## config.mk

```make
export PLATFORM = sky130hd
export DESIGN_NAME = clock_step_controller
export DESIGN_NICKNAME = d
export VERILOG_FILES = /design/src/rtl/clk_ctl_pkg.sv /design/src/rtl/sync_edge.sv /design/src/rtl/clock_step_controller.sv
export SDC_FILE = /design/constraint.sdc
export NUM_CORES = 1
export LEC_CHECK = 0
export CAP_MARGIN = 25
export CORE_MARGIN = 2
export CORE_UTILIZATION = 54
export CTS_CLUSTER_DIAMETER = 100
export CTS_CLUSTER_SIZE = 25
export DETAILED_ROUTE_END_ITERATION = 10
export GPL_TIMING_DRIVEN = 0
export PLACE_DENSITY = 0.84
export SETUP_SLACK_MARGIN = 0.15
export SYNTH_ARGS = -nofsm -noshare
export SYNTH_HDL_FRONTEND = slang
export SYNTH_SLANG_ARGS = --single-unit
export TNS_END_PERCENT = 1
```

## constraint.sdc

```tcl
create_clock -name CP -period 2.9 [get_ports CP]
set_clock_uncertainty 0.15 [all_clocks]
set_input_delay 0.435 -clock CP [delete_from_list [all_inputs] [get_ports CP]]
set_output_delay 0.435 -clock CP [all_outputs]
set_load 0.05 [all_outputs]
```

## src/rtl/clk_ctl_pkg.sv

```systemverilog
// clk_ctl_pkg: shared state encoding, default widths and helpers for the clock step controller
package clk_ctl_pkg;
  typedef enum logic [2:0] {
    HOLD  = 3'd0,
    HALT  = 3'd1,
    STEP  = 3'd2,
    BURST = 3'd3,
    RUN   = 3'd4
  } ctl_state_t;
  localparam int HOLD_CYCLES_DEF = 4;
  localparam int BURST_W_DEF = 8;
  localparam int CNT_W_DEF = 16;
  localparam int SYNC_STAGES_DEF = 2;
  function automatic logic is_busy(ctl_state_t s);
    return s inside {STEP, BURST, RUN};
  endfunction
endpackage

```

## src/rtl/sync_edge.sv

```systemverilog
// sync_edge: multi-flop synchroniser for an asynchronous button followed by a one-cycle rising-edge pulse
module sync_edge #(
  parameter int STAGES = 2
) (
  input  logic clk,
  input  logic rst_n,
  input  logic din,
  output logic pulse
);
  logic [STAGES-1:0] sync;
  logic last;
  // shift the raw input through the synchroniser and remember the previous synchronised level
  always_ff @(posedge clk) begin
    if (!rst_n) begin
      sync <= '0;
      last <= 1'b0;
    end else begin
      sync <= STAGES'({sync, din});
      last <= sync[STAGES-1];
    end
  end
  assign pulse = sync[STAGES-1] & ~last;
endmodule

```

## src/rtl/clock_step_controller.sv

```systemverilog
// clock_step_controller: sequences the registered active-low CPU clock enable through hold, halt, step, burst and run
module clock_step_controller
  import clk_ctl_pkg::*;
#(
  parameter int HOLD_CYCLES = HOLD_CYCLES_DEF,
  parameter int BURST_W = BURST_W_DEF,
  parameter int CNT_W = CNT_W_DEF,
  parameter int SYNC_STAGES = SYNC_STAGES_DEF
) (
  input  logic               CP,
  input  logic               _reset,
  input  logic               run_req,
  input  logic               step_btn,
  input  logic               burst_req,
  input  logic [BURST_W-1:0] burst_len,
  input  logic               halt_req,
  output logic               _clk_en,
  output logic [2:0]         state,
  output logic               busy,
  output logic [CNT_W-1:0]   cycle_count
);
  localparam int HW = HOLD_CYCLES > 1 ? $clog2(HOLD_CYCLES) : 1;
  ctl_state_t cur, nxt;
  logic [HW-1:0] hold_cnt, hold_nxt;
  logic [BURST_W-1:0] burst_cnt, burst_nxt;
  logic step_ev;
  sync_edge #(.STAGES(SYNC_STAGES)) u_step (
    .clk(CP),
    .rst_n(_reset),
    .din(step_btn),
    .pulse(step_ev)
  );
  // next state: halt beats step beats burst beats run; requests outside HALT are dropped
  always_comb begin
    nxt = cur;
    hold_nxt = hold_cnt;
    burst_nxt = burst_cnt;
    case (cur)
      HOLD: begin
        hold_nxt = hold_cnt + 1'b1;
        if (hold_cnt == HW'(HOLD_CYCLES - 1)) begin
          nxt = HALT;
          hold_nxt = '0;
        end
      end
      HALT: begin
        if (halt_req) nxt = HALT;
        else if (step_ev) nxt = STEP;
        else if (burst_req && burst_len != '0) begin
          nxt = BURST;
          burst_nxt = burst_len;
        end else if (run_req) nxt = RUN;
      end
      STEP: nxt = HALT;
      BURST: begin
        burst_nxt = burst_cnt - 1'b1;
        if (halt_req || burst_cnt == BURST_W'(1)) begin
          nxt = HALT;
          burst_nxt = '0;
        end
      end
      RUN: nxt = (halt_req || !run_req) ? HALT : RUN;
      default: nxt = HALT;
    endcase
  end
  // register state with its Moore outputs so the enable only moves on the clock edge
  always_ff @(posedge CP) begin
    if (!_reset) begin
      cur <= HOLD;
      hold_cnt <= '0;
      burst_cnt <= '0;
      _clk_en <= 1'b1;
      busy <= 1'b0;
      cycle_count <= '0;
    end else begin
      cur <= nxt;
      hold_cnt <= hold_nxt;
      burst_cnt <= burst_nxt;
      _clk_en <= ~is_busy(nxt);
      busy <= is_busy(nxt);
      if (!_clk_en) cycle_count <= cycle_count + 1'b1;
    end
  end
  assign state = cur;
endmodule

```

; Word-level counts from Yosys, hierarchy flattened
; Index checks and enable logic that the tools add are counted.
[classes]
add_sub_neg = 3
mul = 0
n_div = 0
order_cmp = 0
eq_ne = 11
shifts = 0
n_mux = 14
bitwise = 3
reduce_logical = 9
[op_table]
columns = cell, count
row1 = two-way mux 8 bit, 4
row2 = two-way mux 3 bit, 7
row3 = adder 16 x 1 -> 16 bit (second input constant), 1
row4 = one-hot mux 8 bit (2 select lines), 1
row5 = one-hot mux 3 bit (4 select lines), 1
row6 = == test 3 x 2 -> 1 bit (second input constant), 3
row7 = == test 8 x 1 -> 1 bit (second input constant), 1
row8 = nonzero test 8 bit, 1
row9 = subtractor 8 x 1 -> 8 bit (second input constant), 1
row10 = == test 3 bit (second input constant), 2
row11 = inequality test 2 bit (second input constant), 3
row12 = AND reduction 4 bit, 1
row13 = == test 3 x 1 -> 1 bit (second input constant), 1
row14 = zero test 3 bit, 1
row15 = nonzero test 3 bit, 1
row16 = adder 2 x 1 -> 2 bit (second input constant), 1
row17 = == test 2 bit (second input constant), 1
row18 = logical OR 1 bit, 2
row19 = two-way mux 2 bit, 1
row20 = inverter 1 bit, 2
row21 = nonzero test 2 bit, 1
row22 = AND 1 bit, 1
row23 = logical AND 1 bit, 1
row24 = zero test 1 bit, 1
[totals]
reg_bits = 34
latchBits = 0
ram_bits = 0
rom_bits = 0
input_bits = 14
output_inout_bits = 21
word_cells = 48
n_memories = 0

; Depth between registers and ports, before layout
; Gate-level depths: netlist of run 1.
[logic_depth]
ltp_word = 9
mapped_depth = 7
depth_no_buf = 7

; Cells and area by module
; A second synthesis of run 1 with hierarchy kept.
[hier_totals]
hier_cells = 201
area_unflattened_um2 = 1866.8
[by_module_without_submodules]
columns = mod, n_inst, cells_per_inst, area_per_inst_um2, seq_area_each_um2
row1 = clock_step_controller, 1, 194, 1774.2, 620.6
row2 = sync_edge, 1, 7, 92.6, 60.1

; Least setup slack after synthesis of run 1
; No wires, ideal clock.
[synth_path]
path_kind = flip-flop to flip-flop
from = register cycle_count[0]
to = register cycle_count[12]
setup_ns = 0.115
arrival_time_ns = 1.974
required_time_ns = 2.635
setup_slack_ns = 0.661
path_stages_with_launch = 7
path_buffers = 0
period_less_slack_ns = 2.239
path_cell_list = dfxtp_1 ha_1 nand4b_1 nor4_1 nand3_1 xnor2_1 and2_1
[synth_between]
elab_chain_cells = 1
[synth_lines]
columns = element, line
row1 = from (decl), clock_step_controller.sv:20  ; output logic [CNT_W-1:0] cycle_count
row2 = from (signal assigned), clock_step_controller.sv:81  ; if (!_clk_en) cycle_count <= cycle_count + 1'b1;
row3 = adder 16 x 1 -> 16 bit, clock_step_controller.sv:81
; Every way passes these cells.
; A chain may end at the register's enable or synchronous reset.

; Worst setup path in the final report of run 1
[layout_path]
from = register _clk_en
to = output port _clk_en
[layout_lines]
columns = element, line
row1 = from (decl), clock_step_controller.sv:17  ; output logic _clk_en,
row2 = from (signal assigned), clock_step_controller.sv:79  ; _clk_en <= ~is_busy(nxt);
; No word-level cell between the ends.

==> results.md, run 1 <==
* Status: finished, final reports clean
* Crit start category: flip-flop
* # IOs at 35
* Remaining antenna violation count at 0
* Post-layout util at 0.725
* Post-CTS Resized at 0
* Largest net degree at the start of global routing at 13
* Primary FF master, synth: dfxtp_1
* Area leader, netlist: dfxtp_1
* Synth top area share at 0.403
* Post-synth EDFFs at 0
* Initial drt markers at 105
* Buf/Inv on CP at 1
* Initial Util at 0.562
* RD Place Congestion at ~0.90
* Largest family of logic cells by synthesized area: simple AND/OR/NAND/NOR gates
* Via count at ~1.6k
* Worst path cell trace: clkdlybuf4s50_1
* Area occupied by multi-input gates at 957 sq um
* Leak at about 0.8 nW
* Design area at around 2200 sq um
* Worst EP arrival at between 1.5 and 2 ns
* Syn Area/Cell at about 8.6 sq um
* Yosys reg bits at 34
* GRT Resource Usage Total at 0.245
* H-tree depth at 2
* Die Footprint at about 3600 sq um
* Routed wire per std cell at 14.6 microns
* Dpl cells at 264
* Slowest CP cell: clkdlybuf4s50_1
* Synth Area in Compound Gates at 0.202
* Worst-Margin Slew at approximately 0.76 ns
* TritonRoute pass-1 iters at 4
* CTS Hold Buffers Added at 0
* Die Wd at between 50 and 60 microns
* Family with the most delay on the worst path: buffers and inverters
* Seq/Total Area, Yosys at 0.403
* First-pass GRT wire length at ~6600 microns
* Grt total ovfl at 0
* Mux share of post-synthesis cell area at 0.0237
* Synth top cells by count: 34 x dfxtp_1, 16 x nor2_1, 13 x a21oi_1, 13 x and2_1
* Yosys Warn Count at 0
* Non-Filler Instances at about 270
* Hold path start: u_step.sync[0]
* FF-to-FF Start: burst_cnt[1]
* Port buffer count at 34
* Adder-Cell Fraction of Synth Area at 0.0297
* Simple-gate area share of the yosys netlist at 0.259
* Worst reg-to-reg setup slack at between 0.7 and 0.8 ns
* Clk sinks at 34
* CTS tree: done
* CP startpoint: _clk_en
* Area grow syn2layout at 28.9%
* Worst vdd ir at about 0.00058 V
* Maximum buffer depth of the clock tree at 2
* Synth cell types at between 40 and 50
* Share of layout cells above drive strength 1 at 0.0460
* Minimum clock period at 2.29 ns
* Crit-path max cell delay at between 0.8 and 0.9 ns
* Crit share post-route at 0.789
* Max_cap viols at 0
* Post-DP HPWL at between 2000 and 3000 microns
* Post-layout net count at 256
* CTS Buf Count at 5
* Vias/cell at ~5.8
* Req. time, crit path at about 2.3 ns
* Critical path endpoint category: output pin
* Largest cells by area after synthesis: dfxtp_1 40%, and2_1 4.8%, xnor2_1 4.7%, a21oi_1 3.9%, o21ai_0 3.6%
* Count of final hold-check violations at 0
* Max-slew violations at 0
* Final wirelength at ~4000 microns
* Initial antenna violation count at 0
* Cell area after placement at roughly 2100 sq um
* Syn Inst Count at 197
* Hold Path Class: reg -> reg
* # DRC at 0
* Root Buffer: clkbuf_4
* Reg clk slew, reported paths at between 0.1 and 0.15 ns
* Core footprint at ~3000 sq um
* Async S/R FF share, synth at 0
* Setup TNS at 0 ns
* Pwr/cell area at just over 500 nW/um^2
* Crit Path Max Fanout at 6
* FF+latch area at 681 sq um
* Final hold slack at ~0.3 ns
* Post-synthesis xor/xnor area fraction at 0.0519
* Vias in the first global route at between 1k and 1.5k
* Die Ht at approximately 60 microns
* Fillers at 250
* Post-CTS Setup Inserts at 0
* Mapped cell area at around 1700 sq um
* Top-count cell post-synth: dfxtp_1
* Cell Rows at 20
* Antenna Cells at 0
* RSZ-0062 raised after global routing: no
* Setup violators final at 0
* Worst-Skew Late Latency at 0.34 ns
* Slew Limit Headroom at 0.487
* Achievable clock frequency at between 400 and 500 MHz
* Crit Path Category: reg -> out
* Mapped Nets at 215
==> per-layer routing <==
layer,track usage,wire [microns],part of all wire,vias to the layer above
li1,-,-,-,794
met1,0.302,1870,0.47,723
met2,0.402,1840,0.46,52
met3,0.0758,219,0.055,4
met4,0.0857,38,0.0096,0
met5,0,0,0,-
==> logic make-up (layout without fill, tap and decap cells) <==
| kind of cell | after synthesis | in the layout |
|---|---|---|
| flops | 34 | 34 |
| mux | 4 | 4 |
| fa+ha+maj | 4 | 4 |
| compound gates | 54 | 54 |
| simple gates | 78 | 78 |
| buf+inv | 13 | 55 |
| xor+xnor | 10 | 10 |
==> cells in the final DEF (no fill, tap or decap), types with 3 or more instances in the layout <==
master	instances
nand2_1	12
nor2b_1	4
nand2b_1	4
and2_1	13
clkbuf_1	4
a21oi_1	13
nand3_1	5
a21boi_0	3
nand4_1	3
nor3_1	3
o211ai_1	3
inv_1	8
a31oi_1	5
dfxtp_1	34
mux2i_1	4
or3_1	4
clkbuf_4	5
nor4_1	4
clkdlybuf4s50_1	34
xnor2_1	9
ha_1	4
o31ai_1	4
nor2_1	16
o21ai_0	12
==> layout make-up <==
cell class                 instances  share of cell area
inverter                           8              0.0138
buffer                             5             0.00920
tap                               33              0.0190
sequential                        34               0.313
clock buffer                       5              0.0173
timing repair buffer              34               0.156
clock inverter                     3              0.0316
multi-input combinational        150               0.440
==> per-stage QoR <==
stage          setup WS [ns]  power (mW)
6_report               0.613        1.10
2_1_floorplan          0.661       0.610
3_3_place_gp           0.332       0.656
4_1_cts                0.610        1.10
3_5_place_dp           0.266       0.659
5_1_grt                0.438        1.15
==> flip-flops by register name, indices dropped and copies added, names as in the netlist <==
| name | count |
|---|---|
| u_step.last | 1 |
| _clk_en | 1 |
| burst_cnt | 8 |
| busy | 1 |
| cycle_count | 16 |
| state | 3 |
| hold_cnt | 2 |
| u_step.sync | 2 |
==> report_power, final <==
part	internal (mW)	total [mW]	switching [mW]
logic	0.0690	0.147	0.0779
registers	0.485	0.503	0.0173
clock network	0.270	0.450	0.180
total	0.824	1.10	0.275
==> worst paths after layout <==
path                                  endpoint  depth (start not counted)
worst max-delay path                   _clk_en                          1
worst min-delay path            u_step.sync[1]                          1
worst max register to register    burst_cnt[3]                          7
worst min register to register  u_step.sync[1]                          1
==> worst reg2reg max path: stages (launching register included) <==
cell      delay, ns
dfxtp_1        0.42
inv_1          0.10
ha_1           0.22
nor3b_1        0.17
a211oi_1       0.59
a32o_1         0.27
nand2_1        0.06
a21boi_1       0.12
(Power assumes the default switching activity.)
==> run 2, diff against run 1 <==
--- a/config.mk
+++ b/config.mk
@@ -7,12 +7,12 @@
 export LEC_CHECK = 0
 export CAP_MARGIN = 25
 export CORE_MARGIN = 2
-export CORE_UTILIZATION = 54
+export CORE_UTILIZATION = 45
 export CTS_CLUSTER_DIAMETER = 100
 export CTS_CLUSTER_SIZE = 25
 export DETAILED_ROUTE_END_ITERATION = 10
 export GPL_TIMING_DRIVEN = 0
-export PLACE_DENSITY = 0.84
+export PLACE_DENSITY = 0.74
 export SETUP_SLACK_MARGIN = 0.15
 export SYNTH_ARGS = -nofsm -noshare
 export SYNTH_HDL_FRONTEND = slang
==> constraint.sdc (replaced) <==
create_clock -name CP -period 2 [get_ports CP]
set_clock_uncertainty 0.15 [all_clocks]
set_input_delay 0.3 -clock CP [delete_from_list [all_inputs] [get_ports CP]]
set_output_delay 0.3 -clock CP [all_outputs]
set_load 0.05 [all_outputs]
==> results.md, run 2 (same netlist as run 1, synthesis figures left out) <==
* Status: finished, final reports clean (unchanged)
* CTS tree: done (unchanged)
* RSZ-0062 raised after global routing: yes (was no)
* Hold Path Class: in -> reg (was reg -> reg)
* Setup violators final at 0 (unchanged)
* Core footprint at 3630 sq um (was 3000 sq um)
* Die Ht at 65.2 microns (was 59.9 microns)
* Most flop-heavy register: cycle_count (unchanged)
* Setup ws final at 0.129 ns (was 0.613 ns)
* Max-slew violations at 0 (unchanged)
* Non-Filler Instances at 293 (was 272)
* # DRC at 0 (unchanged)
* RD Place Congestion at 0.885 (was 0.897)
* CTS Buf Count at 5 (unchanged)
* Worst EP arrival at 1.87 ns (was 1.70 ns)
* Crit share post-route at 0.936
* First-pass GRT wire length at 6620 microns (was 6590 microns)
* Power, Total at 1.47 mW (was 1.10 mW)
* Count of final hold-check violations at 0 (unchanged)
* Post-layout net count at 262 (was 256)
* Crit Path Category: in -> reg (was reg -> out)
* Remaining antenna violation count at 0 (unchanged)
* Fillers at 330 (was 250)
* Post-DP HPWL at 2670 microns (was 2680 microns)
* Achievable clock frequency at ~530 MHz
* Post-layout util at 0.637 (was 0.725)
* FF-to-FF Start: burst_cnt[2] (was burst_cnt[1])
* Number of flip-flops in the largest register at 16 (unchanged)
* Critical path endpoint category: flip-flop (was output pin)
* Clk sinks at 34 (unchanged)
* Vias/cell at 5.47 (was 5.78)
* Die Wd at 65.2 microns (was 59.9 microns)
* Largest net degree at the start of global routing at 11 (was 13)
* Hold path start: burst_len[7] (was u_step.sync[0])
* Crit Path Max Fanout at 3 (was 6)
* Die Footprint at 4260 sq um (was 3590 sq um)
* GRT Resource Usage Total at 0.196 (was 0.245)
* Worst vdd ir at 0.000373 V (was 0.000577 V)
* Slowest CP cell: clkdlybuf4s50_1 (unchanged)
* Hold Path Depth at 3 (was 1)
* Reg2reg path depth at 5 (was 7)
* Dpl cells at 279 (was 264)
* Share of layout cells above drive strength 1 at 0.167 (was 0.0460)
* H-tree depth at 2 (unchanged)
* Initial Util at 0.465 (was 0.562)
* Final wirelength at 3960 microns (was 3970 microns)
* Via count at 1602 (was 1573)
* Antenna Cells at 0 (unchanged)
* Worst reg-to-reg setup slack at 0.17 ns (was 0.74 ns)
* Routed wire per std cell at 13.5 microns (was 14.6 microns)
* Area grow syn2layout at 37.1% (was 28.9%)
* Root Buffer: clkbuf_8 (was clkbuf_4)
* Pwr/cell area at 637 nW/um^2 (was 505 nW/um^2)
* Grt total ovfl at 0 (unchanged)
* Most common cell after layout, fill and taps aside: dlygate4sd2_1
* Maximum buffer depth of the clock tree at 2 (unchanged)
* # IOs at 35 (unchanged)
* Cell Rows at 22 (was 20)
* Crit-path max cell delay at 0.46 ns (was 0.86 ns)
* Reg clk slew, reported paths at 0.07 ns (was 0.12 ns)
* Hold worst-path end: burst_cnt[7] (was u_step.sync[1])
* Port buffer count at 34 (unchanged)
* Minimum clock period at approximately 1.9 ns
* Req. time, crit path at 2.00 ns (was 2.32 ns)
* Initial antenna violation count at 0 (unchanged)
* Slew Limit Headroom at 0.590 (was 0.487)
* Initial drt markers at 168 (was 105)
* Max_cap viols at 0 (unchanged)
* Vias in the first global route at 1515 (was 1481)
* Most frequent cells in the layout: 26 x dlygate4sd2_1, 22 x dfxtp_1, 16 x nor2_1, 13 x and2_1, 12 x a21oi_1 (was 34 x dfxtp_1, 34 x clkdlybuf4s50_1, 16 x nor2_1, 13 x a21oi_1, 13 x and2_1)
* Crit start category: input port (was flip-flop)
* TritonRoute pass-1 iters at 4 (unchanged)
* Worst path cell trace: clkdlybuf4s50_1 -> or4_4 -> o21ai_4 -> buf_6 -> nand2_2 -> a31oi_4 -> a21oi_2 (was clkdlybuf4s50_1)
* CTS Hold Buffers Added at 0 (unchanged)
* Leak at 0.978 nW (was 0.804 nW)
* Reg2reg end: burst_cnt[7] (was burst_cnt[3])
* Worst-Skew Late Latency at 0.28 ns (was 0.34 ns)
* Worst-Margin Slew at 0.610 ns (was 0.763 ns)
* Pre-CTS setup slack at -0.481 ns (was 0.266 ns)
run 2: area by class of cell:
| class | instances | area [sq um] | share of cell area |
|---|---|---|---|
| multi-input cells | 150 | 1050 | 0.453 |
| flip-flops and latches | 34 | 701 | 0.303 |
| repair buffers | 40 | 359 | 0.155 |
| clock buffers | 7 | 86.3 | 0.0373 |
| well taps | 48 | 60.1 | 0.0260 |
| inverters | 8 | 30.0 | 0.0130 |
| plain buffers | 5 | 25.0 | 0.0108 |
| clock inverters | 1 | 5.00 | 0.00216 |
run 2: worst max-delay path, delay by kind of cell:
family | cells | cell delay (ns)
buffers and inverters | 2 | 0.59
AND/OR/NAND/NOR | 2 | 0.51
AO/OA/AOI/OAI | 3 | 0.47
run 2: routing by layer:
metal,vias to the layer above,GRT usage,routed length (microns)
met5,-,0,0
met4,0,0.0547,34
met3,5,0.0479,185
met2,41,0.330,1850
met1,755,0.251,1890
li1,801,-,-
run 2: worst max-delay path by stage:
stage | from | end | slack [ns] | depth (start not counted)
global placement | burst_len[2] | burst_cnt[1] | -0.48 | 7
CTS | burst_len[0] | busy | 0.13 | 7
floorplan | cycle_count[0] | cycle_count[12] | -0.02 | 6
finish | burst_len[3] | busy | 0.13 | 7
detailed placement | burst_len[2] | burst_cnt[0] | -0.48 | 7
global route | burst_cnt[2] | burst_cnt[4] | 0.06 | 5
run 2: repair_timing:
item	CTS	global route
cloned	0	0
pin swaps	8	12
resized for setup	44	14
buffers inserted	1	5
endpoints found under the setup margin	34	18
run 2: through the flow:
stage / cell area, sq um / hold slack, ns / setup TNS, ns
final: 2310 / 0.168 / 0
after global routing: 2310 / 0.199 / 0
after CTS: 2230 / 0.306 / 0
after detailed placement: 2100 / 0.278 / -4.42
after global placement: 2100 / 0.274 / -4.80
after floorplan: 1700 / 0.262 / -0.0346
run 2: power breakdown:
group	switching, mW	total (mW)	internal (mW)	leakage [nW]
combinational	0.125	0.226	0.101	0.648
clock	0.239	0.517	0.278	0.0482
sequential	0.0269	0.731	0.704	0.282
total	0.391	1.47	1.08	0.978
==> run 3, diff against run 2 <==
--- a/config.mk
+++ b/config.mk
@@ -14,6 +14,7 @@
 export GPL_TIMING_DRIVEN = 0
 export PLACE_DENSITY = 0.74
 export SETUP_SLACK_MARGIN = 0.15
+export SKIP_LAST_GASP = 1
 export SYNTH_ARGS = -nofsm -noshare
 export SYNTH_HDL_FRONTEND = slang
 export SYNTH_SLANG_ARGS = --single-unit
==> results.md, run 3 (same netlist as run 1, synthesis figures left out) <==
* Die Wd at 65.2 microns (unchanged)
* Non-Filler Instances at 288 (was 293)
* Setup TNS at -0.0422 ns (was 0 ns)
* CTS Hold Buffers Added at 0 (unchanged)
* H-tree depth at 2 (unchanged)
* Worst-Skew Late Latency at 0.28 ns (about the same)
* Pwr/cell area at 656 nW/um^2 (was 637 nW/um^2)
* Dpl cells at 279 (unchanged)
* Logic pwr share at 0.150 (was 0.153)
* Final hold slack at 0.305 ns (was 0.168 ns)
* Number of flip-flops in the largest register at 16 (unchanged)
* Routed wire per std cell at 13.3 microns (was 13.5 microns)
* Achievable clock frequency at 494 MHz (was 534 MHz)
* Status: finished, violations left (was finished, final reports clean)
* Setup ws final at -0.0234 ns (was 0.129 ns)
* Root Buffer: clkbuf_8 (unchanged)
* Share of layout cells above drive strength 1 at 0.104 (was 0.167)
* Reg clk slew, reported paths at 0.07 ns (about the same)
* Worst path cell trace: clkdlybuf4s50_1 -> or4_1 -> o21ai_2 -> buf_4 -> nand2_1 -> a31oi_2 -> a21oi_1 (was clkdlybuf4s50_1 -> or4_4 -> o21ai_4 -> buf_6 -> nand2_2 -> a31oi_4 -> a21oi_2)
* Via count at 1574 (was 1602)
* Core footprint at 3630 sq um (unchanged)
* Count of final hold-check violations at 0 (unchanged)
* Slew Limit Headroom at 0.657 (was 0.590)
* Internal power at 1.09 mW (was 1.08 mW)
* GRT Resource Usage Total at 0.187 (was 0.196)
* # IOs at 35 (unchanged)
* Initial Util at 0.465 (unchanged)
* Clock power frac at 0.352 (was 0.351)
* Worst EP arrival at 2.02 ns (was 1.87 ns)
* Area grow syn2layout at 32.3% (was 37.1%)
* Initial antenna violation count at 0 (unchanged)
* Max-slew violations at 0 (unchanged)
* Most common cell after layout, fill and taps aside: clkdlybuf4s50_1 (was dlygate4sd2_1)
* Largest net degree at the start of global routing at 11 (unchanged)
* Critical path endpoint category: flip-flop (unchanged)
* Design area at 2230 sq um (was 2310 sq um)
* Antenna Cells at 0 (unchanged)
* Area occupied by multi-input gates at 990 sq um (was 1050 sq um)
* Hold Path Depth at 1 (was 3)
* Fillers at 337 (was 330)
* Post-DP HPWL at 2670 microns (unchanged)
* Post-layout net count at 257 (was 262)
* Power, Total at 1.47 mW (about the same)
* FF+latch area at 691 sq um (was 701 sq um)
* # DRC at 0 (unchanged)
* Minimum clock period at 2.02 ns (was 1.87 ns)
* First-pass GRT wire length at 6320 microns (was 6620 microns)
* Vias/cell at 5.47 (about the same)
* RSZ-0062 raised after global routing: yes (unchanged)
* Die Ht at 65.2 microns (unchanged)
* Crit start category: input port (unchanged)
* Final wirelength at 3840 microns (was 3960 microns)
* Most flop-heavy register: cycle_count (unchanged)
* Crit Path Max Fanout at 3 (unchanged)
* Maximum buffer depth of the clock tree at 2 (unchanged)
* CTS Buf Count at 5 (unchanged)
* Leak at 0.830 nW (was 0.978 nW)
* Setup violators final at 2 (was 0)
* Switching Fraction at 0.260 (was 0.265)
* TritonRoute pass-1 iters at 4 (unchanged)
* Clk sinks at 34 (unchanged)
* Failing checks: negative setup slack
* Max_cap viols at 0 (unchanged)
* Crit-path max cell delay at 0.55 ns (was 0.46 ns)
* Reg2reg path depth at 7 (was 5)
* Cell area after placement at 2100 sq um (unchanged)
* Worst vdd ir at 0.000370 V (was 0.000373 V)
* Remaining antenna violation count at 0 (unchanged)
* Vias in the first global route at 1454 (was 1515)
* Req. time, crit path at 2.00 ns (about the same)
* Port buffer count at 34 (unchanged)
* Most frequent cells in the layout: 32 x clkdlybuf4s50_1, 26 x dfxtp_1, 16 x nor2_1, 13 x a21oi_1, 13 x and2_1 (was 26 x dlygate4sd2_1, 22 x dfxtp_1, 16 x nor2_1, 13 x and2_1, 12 x a21oi_1)
* Cell Rows at 22 (unchanged)
* P_sw at 0.381 mW (was 0.391 mW)
* Worst-Margin Slew at 0.510 ns (was 0.610 ns)
* Initial drt markers at 163 (was 168)
* Crit share post-route at 1.01 (was 0.936)
* Die Footprint at 4260 sq um (unchanged)
* Crit Path Category: in -> reg (unchanged)
* Slowest CP cell: or4_1 (was clkdlybuf4s50_1)
* Reg power frac at 0.499 (was 0.496)
* Hold Path Class: reg -> reg (was in -> reg)
* CTS tree: done (unchanged)
* RD Place Congestion at 0.885 (unchanged)
* Grt total ovfl at 0 (unchanged)
run 3: critical path: cells and delay by family:
family / cells / cell delay (ns)
buf+inv: 2 / 0.57
compound gates: 3 / 0.55
simple gates: 2 / 0.61
run 3: final timing paths:
| path | to | slack, ns | from |
|---|---|---|---|
| min | u_step.sync[1] | 0.31 | u_step.sync[0] |
| min reg2reg | u_step.sync[1] | 0.31 | u_step.sync[0] |
| max reg2reg | burst_cnt[2] | 0.01 | burst_cnt[1] |
| max | busy | -0.02 | burst_len[6] |
run 3: final cells by class:
class,count,share of cell area
Sequential cell,34,0.309
Inverter,8,0.0134
Clock buffer,7,0.0387
Timing Repair Buffer,35,0.156
Tap cell,48,0.0269
Multi-Input combinational cell,150,0.443
Clock inverter,1,0.00224
Buffer,5,0.0101
run 3: routing by layer:
metal  track usage  part of all wire  up-vias
li1              -                 -      795
met1         0.245              0.49      732
met2         0.302              0.45       40
met3        0.0479             0.053        7
met4        0.0573             0.013        0
met5             0                 0        -
run 3: metrics by stage:
stage	util	worst slack, ns
detailed placement	0.577	-0.481
global placement	0.577	-0.481
floorplan	-	-0.0176
global route	0.615	-0.115
CTS	0.607	-0.0429
finish	0.615	-0.0234
run 3: power by group through the flow:
stage	logic [mW]	clock network (mW)	registers, mW
detailed placement	0.213	0	0.746
floorplan	0.122	0	0.764
global route	0.245	0.566	0.734
CTS	0.216	0.532	0.730
finish	0.219	0.515	0.731
global placement	0.209	0	0.745
run 3: timing repair:
item / CTS / global route
gates resized for setup: 3 / 7
gates cloned: 0 / 0
pin swaps: 1 / 0
setup buffers: 1 / 0
setup endpoints to repair: 34 / 38
